[config.mk]
export PLATFORM = sky130hd
export DESIGN_NAME = clk_gen_multi_flat
export DESIGN_NICKNAME = d
export VERILOG_FILES = /design/src/rtl/clk_gen_multi_if.sv /design/src/rtl/clk_gen_multi.sv /design/src/flat_wrapper.sv
export SDC_FILE = /design/constraint.sdc
export NUM_CORES = 1
export LEC_CHECK = 0
export CORE_AREA = 2 2 144 146
export CTS_BUF_LIST = sky130_fd_sc_hd__clkbuf_4 sky130_fd_sc_hd__clkbuf_8
export DETAILED_ROUTE_END_ITERATION = 10
export DIE_AREA = 0 0 146 148
export DONT_BUFFER_PORTS = 1
export MAX_ROUTING_LAYER = met4
export PLACE_DENSITY = 0.66
export SYNTH_ARGS = -nofsm -noshare
export SYNTH_HDL_FRONTEND = slang
export SYNTH_SLANG_ARGS = --single-unit
[constraint.sdc]
create_clock -name clk -period 4.2 [get_ports clk]
set_clock_uncertainty 0.1 [all_clocks]
set_input_delay 0.42 -clock clk [delete_from_list [all_inputs] [get_ports clk]]
set_output_delay 0.42 -clock clk [all_outputs]
set_load 0.01 [all_outputs]
[src/rtl/clk_gen_multi_if.sv]
// Control/status bundle for the multi-channel clock generator.
// The master drives configuration and start/stop; the slave returns the generated clocks and status.
interface clk_gen_multi_if #(
  parameter int unsigned NCH = 4,
  parameter int unsigned CW  = 16,
  parameter int unsigned NW  = 8
);
  logic              start;
  logic              stop;
  logic [NCH-1:0]    ch_en;
  logic [NCH*CW-1:0] half_per;
  logic [NCH-1:0]    init_lvl;
  logic [NW-1:0]     limit;
  logic [NCH-1:0]    div_clk;
  logic [NCH-1:0]    rise;
  logic [NCH-1:0]    parity;
  logic [NCH*NW-1:0] edge_cnt;
  logic              busy;
  logic              done;

  modport master (
    output start, stop, ch_en, half_per, init_lvl, limit,
    input  div_clk, rise, parity, edge_cnt, busy, done
  );

  modport slave (
    input  start, stop, ch_en, half_per, init_lvl, limit,
    output div_clk, rise, parity, edge_cnt, busy, done
  );
endinterface

[src/rtl/clk_gen_multi.sv]
// Multi-channel divided-clock generator: NCH independent 50% duty clocks, each with a
// programmable half-period, optional rising-edge limit, and a shared IDLE/RUN/DONE controller.
module clk_gen_multi #(
  parameter int unsigned NCH = 4,
  parameter int unsigned CW  = 16,
  parameter int unsigned NW  = 8
) (
  input  logic              clk,
  input  logic              rst,
  clk_gen_multi_if.slave    bus
);

  typedef enum logic [1:0] {
    S_IDLE = 2'd0,
    S_RUN  = 2'd1,
    S_DONE = 2'd2
  } state_t;

  state_t         state_q;
  state_t         state_d;

  logic [CW-1:0]  cnt_q [NCH];
  logic [CW-1:0]  hp_q  [NCH];
  logic [NW-1:0]  ec_q  [NCH];
  logic [NCH-1:0] en_q;
  logic [NCH-1:0] div_q;
  logic [NCH-1:0] rise_q;
  logic [NCH-1:0] par_q;
  logic [NW-1:0]  lim_q;
  logic           busy_q;
  logic           done_q;

  logic           start_ok_c;
  logic [NCH-1:0] frozen_c;
  logic           all_frozen_c;
  logic           load_c;
  logic           run_c;
  logic           busy_d;
  logic           done_d;

  // Stop dominates start; an empty channel mask never launches a run.
  assign start_ok_c = bus.start && !bus.stop && (|bus.ch_en);

  // A channel is finished once its edge count reaches a non-zero limit; idle channels count as finished.
  always_comb begin
    frozen_c = '0;
    for (int i = 0; i < NCH; i++) begin
      frozen_c[i] = !en_q[i] || ((lim_q != '0) && (ec_q[i] == lim_q));
    end
  end

  assign all_frozen_c = &frozen_c;

  // State register
  always_ff @(posedge clk) begin
    if (rst) begin
      state_q <= S_IDLE;
      busy_q  <= 1'b0;
      done_q  <= 1'b0;
    end else begin
      state_q <= state_d;
      busy_q  <= busy_d;
      done_q  <= done_d;
    end
  end

  // Next-state logic
  always_comb begin
    state_d = state_q;
    unique case (state_q)
      S_IDLE: if (start_ok_c) state_d = S_RUN;
      S_RUN: begin
        if (bus.stop)          state_d = S_IDLE;
        else if (all_frozen_c) state_d = S_DONE;
      end
      S_DONE:  state_d = S_IDLE;
      default: state_d = S_IDLE;
    endcase
  end

  // Output/control decode
  always_comb begin
    load_c = 1'b0;
    run_c  = 1'b0;
    busy_d = 1'b0;
    done_d = 1'b0;
    load_c = (state_q == S_IDLE) && (state_d == S_RUN);
    run_c  = (state_q == S_RUN)  && (state_d == S_RUN);
    busy_d = (state_d == S_RUN);
    done_d = (state_d == S_DONE);
  end

  // Per-channel dividers; rise, parity and edge count update on the same edge as the 0->1 transition.
  always_ff @(posedge clk) begin
    if (rst) begin
      for (int i = 0; i < NCH; i++) begin
        cnt_q[i] <= '0;
        hp_q[i]  <= '0;
        ec_q[i]  <= '0;
      end
      en_q   <= '0;
      div_q  <= '0;
      rise_q <= '0;
      par_q  <= '0;
      lim_q  <= '0;
    end else if (load_c) begin
      for (int i = 0; i < NCH; i++) begin
        // A zero half-period behaves as one cycle.
        hp_q[i]  <= (bus.half_per[i*CW +: CW] == '0) ? CW'(1) : bus.half_per[i*CW +: CW];
        cnt_q[i] <= (bus.half_per[i*CW +: CW] == '0) ? CW'(1) : bus.half_per[i*CW +: CW];
        ec_q[i]  <= '0;
      end
      en_q   <= bus.ch_en;
      div_q  <= bus.ch_en & bus.init_lvl;
      rise_q <= '0;
      par_q  <= '0;
      lim_q  <= bus.limit;
    end else if (run_c) begin
      for (int i = 0; i < NCH; i++) begin
        if (frozen_c[i]) begin
          rise_q[i] <= 1'b0;
        end else if (cnt_q[i] == CW'(1)) begin
          cnt_q[i]  <= hp_q[i];
          div_q[i]  <= ~div_q[i];
          rise_q[i] <= ~div_q[i];
          if (!div_q[i]) begin
            par_q[i] <= ~par_q[i];
            ec_q[i]  <= ec_q[i] + NW'(1);
          end
        end else begin
          cnt_q[i]  <= cnt_q[i] - CW'(1);
          rise_q[i] <= 1'b0;
        end
      end
    end else begin
      // Outside RUN the clocks park low; counts and parity keep their last values.
      div_q  <= '0;
      rise_q <= '0;
    end
  end

  assign bus.div_clk = div_q;
  assign bus.rise    = rise_q;
  assign bus.parity  = par_q;
  assign bus.busy    = busy_q;
  assign bus.done    = done_q;

  for (genvar g = 0; g < NCH; g++) begin : g_pack
    assign bus.edge_cnt[g*NW +: NW] = ec_q[g];
  end

endmodule

[src/flat_wrapper.sv]
// flat-port wrapper written by rule: the top's interface ports become plain ports
module clk_gen_multi_flat 
#(
  parameter int unsigned NCH = 4,
  parameter int unsigned CW  = 16,
  parameter int unsigned NW  = 8
)
  (clk, rst, bus_start, bus_stop, bus_ch_en, bus_half_per, bus_init_lvl, bus_limit, bus_div_clk, bus_rise, bus_parity, bus_edge_cnt, bus_busy, bus_done);
  clk_gen_multi_if #(.NCH(NCH), .CW(CW), .NW(NW)) bus_i ();
  input  logic clk;
  input  logic rst;
  input wire logic [$bits(bus_i.start)-1:0] bus_start;
  input wire logic [$bits(bus_i.stop)-1:0] bus_stop;
  input wire logic [$bits(bus_i.ch_en)-1:0] bus_ch_en;
  input wire logic [$bits(bus_i.half_per)-1:0] bus_half_per;
  input wire logic [$bits(bus_i.init_lvl)-1:0] bus_init_lvl;
  input wire logic [$bits(bus_i.limit)-1:0] bus_limit;
  output wire logic [$bits(bus_i.div_clk)-1:0] bus_div_clk;
  output wire logic [$bits(bus_i.rise)-1:0] bus_rise;
  output wire logic [$bits(bus_i.parity)-1:0] bus_parity;
  output wire logic [$bits(bus_i.edge_cnt)-1:0] bus_edge_cnt;
  output wire logic [$bits(bus_i.busy)-1:0] bus_busy;
  output wire logic [$bits(bus_i.done)-1:0] bus_done;
  assign bus_i.start = bus_start;
  assign bus_i.stop = bus_stop;
  assign bus_i.ch_en = bus_ch_en;
  assign bus_i.half_per = bus_half_per;
  assign bus_i.init_lvl = bus_init_lvl;
  assign bus_i.limit = bus_limit;
  assign bus_div_clk = bus_i.div_clk;
  assign bus_rise = bus_i.rise;
  assign bus_parity = bus_i.parity;
  assign bus_edge_cnt = bus_i.edge_cnt;
  assign bus_busy = bus_i.busy;
  assign bus_done = bus_i.done;
  clk_gen_multi #(.NCH(NCH), .CW(CW), .NW(NW)) u_core (.clk(clk), .rst(rst), .bus(bus_i));
endmodule
==> impl_metrics.yaml, run 1 <==
global_route:
  grt_pass1_wl_um: 39600
  track_usage_pct: 24.0
  antenna_found_initial: 0
  first_global_vias: 7168
  grt-ovfl-total: 0
  grt_max_degree: 56
run_status:
  status: "finished, final reports clean"
drt:
  drt_iter0_drc: 533
  vias: 7470
  drtAntennaViolNets: 0
  drt_pass1_iterations: 5
  routed_via_density: 6.03
  wire_per_inst_um: 20.2
  post-route-drc-count: 0
  routed_wl_um: 25000
critical_path:
  rr_worst_depth: 7
  critPathMaxFanout: 16
  crit-reg2reg-launch: "u_core.lim_q[0]$_SDFFE_PP0P_"
  startpoint_type: "flop"
  max_stage_delay_ns: 0.61
  r2r_end: "u_core.cnt_q[1][13]$_SDFFCE_PP0P_"
  path_buf_inv: 1
  cp_cell_sequence: "nor4_2, and2_1, o31a_1, o41a_1, nor2_1, a31oi_1, buf_4"
  end_kind: "flop"
  critPathTopFamily: "compound AO/OA/AOI/OAI gates"
  crit_path_top_delay_cell: "o31a_1"
  rrSetupSlack_ns: 1.18
  crit_arrival_ns: 3.08
  crit_type: "reg -> reg"
  required_ns: 4.26
clock_network:
  clk_pin_slew_ns: 0.10
  clock_latency_ns: 0.47
  root_buffer: "clkbuf_8"
  clock_sinks: 188
  cts_tree: "built"
  cts_buffers: 17
  clk_path_buf_depth: 2
  cts_max_level: 4
final_layout:
  num-nets-final: 1052
  drive_gt1_share_pct: 8.67
  final_util_pct: 54.9
  area_growth_pct: 7.58
  num-fill-cells: 1780
  antenna-diode-count: 0
timing:
  slew_headroom_pct: 27.2
  min_period_ns: 3.02
  min_period_over_period_pct: 72.0
  finalMaxSlewViolations: 0
  rsz0062_at_grt: "false"
  hold_viol_final: 0
  setup_viol: 0
  worst_pin_slew_ns: 1.09
  finalSetupTns_ns: 0
  max_freq_mhz: 331
hold_path:
  hold_start: "bus_ch_en[0]"
  min_path_type: "in -> reg"
  hold_end: "u_core.en_q[0]$_SDFFE_PP0P_"
  hold_depth: 2
power_and_ir_drop:
  peakVddDrop_v: 0.000293
  p_int_mw: 2.81
  p_sw_share_pct: 26.7
  power_frac_seq_pct: 58.4
  power_switching_mw: 1.02
  pwr-share-comb_pct: 10.3
  leakagePower_nw: 4.00
  clock_power_share_pct: 31.3
  power_density_nw_per_um2: 349
synthesis:
  netlist_instances: 962
  synth_edf_count: 152
  async_flop_share_pct: 0
  syn_avg_cell_area_um2: 10.6
  syn_nets: 1058
  synth.distinct_cells: 67
  yosysMostFrequentCell: "edfxtp_1"
  netlist_area_um2: 10200
  yosysSeqAreaShare_pct: 51.7
  ys_seq_elements: 188
  ys_top_cells_by_area: "edfxtp_1 (45%), dfxtp_1 (7.0%), and3_1 (4.3%)"
  yosysTopAreaCellShare_pct: 44.6
  synth_warnings: 0
  synth_top_area_cell: "edfxtp_1"
  ys.flop_type: "edfxtp_1"
  yosys-top-cells-count: "edfxtp_1 (152), nor2_1 (99), and3_1 (71)"
floorplanning:
  ios: 130
  start_util_pct: 51.1
  core_area_um2: 20000
  core.rowCount: 52
  fp.dieW_um: 146
  die-area_um2: 21600
  fp.dieH_um: 148
flow_run:
  maxCapViolCount: 0
placed_design:
  numPortBuffers: 0
  gp_congestion: 0.834
  dp_hpwl_um: 17200
-- final cells by class --
class	instances	area, µm²	area share, %
sequential	188	5290	48.0
multi-input combinational	694	4630	42.1
tap	270	338	3.07
timing repair buffer	34	285	2.59
clock buffer	22	278	2.52
clock inverter	10	109	0.989
inverter	21	78.8	0.716
-- kinds of logic (layout without fill, tap and decap cells) --
logic type / after synthesis / after routing / synth area share [%]
and+or+nand+nor: 384 / 384 / 20.4
DFF: 188 / 188 / 51.7
AOI/OAI and AO/OA: 173 / 173 / 12.2
xor gates and xnor gates: 100 / 100 / 8.56
buffers and inverters: 80 / 87 / 3.30
muxes: 25 / 25 / 2.45
adders and majority gates: 12 / 12 / 1.47
-- metal layers --
metal	GRT usage (%)	up-vias	wire (µm)
li1	-	3611	-
met1	33.1	3624	11500
met2	35.9	209	11600
met3	5.25	26	1490
met4	6.94	0	427
met5	-	-	0
-- worst register-to-register path: stages, from the launching register on --
cell and delay [ns]:
dfxtp_1 0.42, nor4_2 0.32, and2_1 0.23, o31a_1 0.61, o41a_1 0.51, nor2_1 0.08
a31oi_1 0.17, buf_4 0.27
-- cells in the final DEF, fill, tap and decap left out, types with 14 or more instances in the layout --
master and count:
a22oi_1 14, inv_1 20, nand2_1 49, nor3_1 18
buf_4 22, nand3_1 45, o21ai_0 21, o31ai_1 14
xnor2_1 50, a21oi_1 18, edfxtp_1 152, o211ai_1 16
and3_1 71, nor2_1 97, clkbuf_8 18, nor4_1 30
a211oi_1 18, dfxtp_1 36, xor2_1 50, mux2i_1 25
-- state kept, by name, indices dropped and copies added (netlist names) --
name	cells
u_core.cnt_q	64
u_core.hp_q	64
u_core.ec_q	32
u_core.lim_q	8
u_core.bus.div_clk	4
u_core.bus.parity	4
u_core.bus.rise	4
u_core.en_q	4
u_core.state_q	2
u_core.bus.busy	1
u_core.bus.done	1
-- power groups by stage --
stage	combinational [mW]	sequential [mW]	clock (mW)
6_report	0.396	2.24	1.20
5_1_grt	0.439	2.26	1.29
4_1_cts	0.396	2.24	1.22
3_5_place_dp	0.383	2.28	0
3_3_place_gp	0.378	2.28	0
2_1_floorplan	0.305	2.25	0
-- metrics by stage --
| step | worst slack (ns) | hold WS, ns | std cells | power (mW) | instance area (µm²) |
|---|---|---|---|---|---|
| floorplan | 0.371 | 0.360 | 962 | 2.55 | 10200 |
| global placement | 1.23 | 0.382 | 1195 | 2.66 | 10500 |
| detailed placement | 1.18 | 0.396 | 1195 | 2.66 | 10500 |
| CTS | 1.16 | 0.0110 | 1239 | 3.86 | 11000 |
| global route | 0.921 | 0.00855 | 1239 | 3.98 | 11000 |
| finish | 1.18 | 0.0379 | 1239 | 3.84 | 11000 |
-- how the worst max path moves through the flow --
stage | startpoint | end | slack, ns | cells after the start
2_1_floorplan | bus_stop | u_core.hp_q[0][0]$_SDFFCE_PN0P_ | 0.37 | 6
3_3_place_gp | u_core.lim_q[0]$_SDFFE_PP0P_ | u_core.cnt_q[1][6]$_SDFFCE_PP0P_ | 1.23 | 7
3_5_place_dp | u_core.lim_q[0]$_SDFFE_PP0P_ | u_core.cnt_q[1][6]$_SDFFCE_PP0P_ | 1.18 | 7
4_1_cts | u_core.lim_q[0]$_SDFFE_PP0P_ | u_core.cnt_q[1][6]$_SDFFCE_PP0P_ | 1.16 | 7
5_1_grt | u_core.cnt_q[3][8]$_DFFE_PP_ | u_core.cnt_q[3][14]$_DFFE_PP_ | 0.92 | 7
6_report | u_core.lim_q[0]$_SDFFE_PP0P_ | u_core.cnt_q[1][13]$_SDFFCE_PP0P_ | 1.18 | 7
-- repair_timing --
action,4_1_cts,5_1_grt
setup buffers,0,0
hold buffers,12,0
gates resized for setup,0,0
hold endpoints to repair,19,0
(Power assumes the default switching activity.)
==> run 2: changes to the inputs <==
Clock period 4.2 ns to 3.08 ns, I/O delays scaled along.
==> run 2 against run 1 <==
  * Total power up 43%
  * Combinational power rose by 62%
  * Wire length is 6.4% higher
  * Clock power grew 49%
  * First-iteration DRC count rose by 26%
  * Design area is 7.5% higher
  * Highest routed layer unchanged
==> impl_metrics.yaml, run 2 (synthesized netlist as in run 1, its figures left out) <==
critical_path:
  crit_type: "reg -> reg"
  crit_path_top_delay_cell: "nor4_1"
  crit_arrival_ns: 3.07
  max_stage_delay_ns: 0.66
  critPathTopFamily: "simple AND/OR/NAND/NOR gates"
  path_buf_inv: 1
  cp_cell_sequence: "xor2_1, nor4_1, a31oi_1, o41a_1, nor2_1, a31oi_2, buf_4"
  end_kind: "flop"
  startpoint_type: "flop"
  required_ns: 3.20
  critPathMaxFanout: 16
timing:
  worst_pin_slew_ns: 0.732
  rsz0062_at_grt: "false"
  min_period_over_period_pct: 95.9
  finalSetupTns_ns: 0
  min_period_ns: 2.95
  hold_viol_final: 0
  slew_headroom_pct: 50.7
  hold_ws_ns: 0.0228
  finalMaxSlewViolations: 0
  setup_viol: 0
  max_freq_mhz: 339
run_status:
  status: "finished, final reports clean"
clock_network:
  clk_path_buf_depth: 2
  cts_max_level: 4
  clock_latency_ns: 0.48
  postCtsResizedCells: 0
  clk_pin_slew_ns: 0.10
  cts_buffers: 17
  root_buffer: "clkbuf_8"
  cts_tree: "built"
  clock_sinks: 188
placed_design:
  numPortBuffers: 0
  dp_hpwl_um: 17800
  gp_congestion: 0.828
drt:
  vias: 7952
  drtAntennaViolNets: 0
  drt_iter0_drc: 672
  post-route-drc-count: 0
  routed_via_density: 6.02
  wire_per_inst_um: 20.2
  drt_pass1_iterations: 5
  routed_wl_um: 26600
flow_run:
  maxCapViolCount: 0
global_route:
  grt_pass1_wl_um: 42700
  grt-ovfl-total: 0
  antenna_found_initial: 1
  grt_max_degree: 58
  track_usage_pct: 25.7
  first_global_vias: 8000
floorplanning:
  fp.dieW_um: 146
  ios: 130
  die-area_um2: 21600
  core_area_um2: 20000
  fp.dieH_um: 148
  core.rowCount: 52
  start_util_pct: 51.1
power_and_ir_drop:
  power_density_nw_per_um2: 463
  peakVddDrop_v: 0.000299
  leakagePower_nw: 4.37
hold_path:
  min_path_type: "in -> reg"
final_layout:
  final_cell_mix: "edfxtp_1 (152), nor2_1 (97), and3_1 (71)"
  area_growth_pct: 15.7
  reg.largest.list: "u_core.cnt_q: 64 flops, u_core.hp_q: 64 flops, u_core.ec_q: 32 flops"
  drive_gt1_share_pct: 10.3
  num-nets-final: 1132
  final_common_cell: "edfxtp_1"
run 2: cell types whose count changed in the layout (fill, tap and decap cells not counted), sizes merged:
cell	previous run	this run
buf	22	46
bufinv	1	3
diode	0	1
dlygate4sd3	12	68
clkbuf	22	18
clkinvlp	0	2
run 2: timing repair:
| item | in CTS | in global routing |
|---|---|---|
| hold buffers | 68 | 0 |
| endpoints found under the hold margin | 72 | 0 |
| setup endpoints to repair | 0 | 0 |
| buffers inserted | 0 | 0 |
run 2: power breakdown:
part	switching [mW]	internal (mW)	total, mW
Sequential	0.147	2.90	3.05
Combinational	0.355	0.286	0.641
Clock	0.957	0.834	1.79
Total	1.46	4.02	5.48
run 2: cell type report:
| cell class | count | area (µm²) |
|---|---|---|
| antenna | 1 | 2.50 |
| clock buffer | 18 | 241 |
| clock inverter | 14 | 186 |
| fill | 1732 | 8200 |
| inverter | 21 | 78.8 |
| multi-input combinational | 694 | 4640 |
| sequential | 188 | 5290 |
| tap | 270 | 338 |
| timing repair buffer | 114 | 1060 |
run 2: per-layer routing:
| layer | up-vias | wire (µm) | GRT usage (%) |
|---|---|---|---|
| met5 | - | 0 | - |
| met1 | 3847 | 11700 | 33.7 |
| li1 | 3777 | - | - |
| met4 | 0 | 754 | 9.42 |
| met3 | 49 | 1730 | 5.09 |
| met2 | 279 | 12400 | 40.0 |
run 2: stage by stage:
| step | cells | power, mW | cell area (µm²) | utilization (%) | setup slack, ns |
|---|---|---|---|---|---|
| 3_3_place_gp | 1219 | 3.65 | 10700 | 53.5 | 0.359 |
| 5_1_grt | 1320 | 5.68 | 11800 | 59.1 | 0.0743 |
| 4_1_cts | 1319 | 5.49 | 11800 | 59.0 | 0.212 |
| 6_report | 1320 | 5.48 | 11800 | 59.1 | 0.127 |
| 3_5_place_dp | 1219 | 3.66 | 10700 | 53.5 | 0.239 |
| 2_1_floorplan | 962 | 3.48 | 10200 | - | 0.0940 |
run 2: path summary, 6_finish.rpt:
kind / to / slack, ns / startpoint / cells past startpoint
min reg2reg: u_core.en_q[2]$_SDFFE_PP0P_ / 0.40 / u_core.en_q[2]$_SDFFE_PP0P_ / 2
max: u_core.cnt_q[1][0]$_SDFFCE_PP0P_ / 0.13 / u_core.lim_q[5]$_SDFFE_PP0P_ / 7
min: u_core.bus.div_clk[1]$_SDFFE_PP0P_ / 0.02 / bus_init_lvl[1] / 2
max reg2reg: u_core.cnt_q[1][0]$_SDFFCE_PP0P_ / 0.13 / u_core.lim_q[5]$_SDFFE_PP0P_ / 7
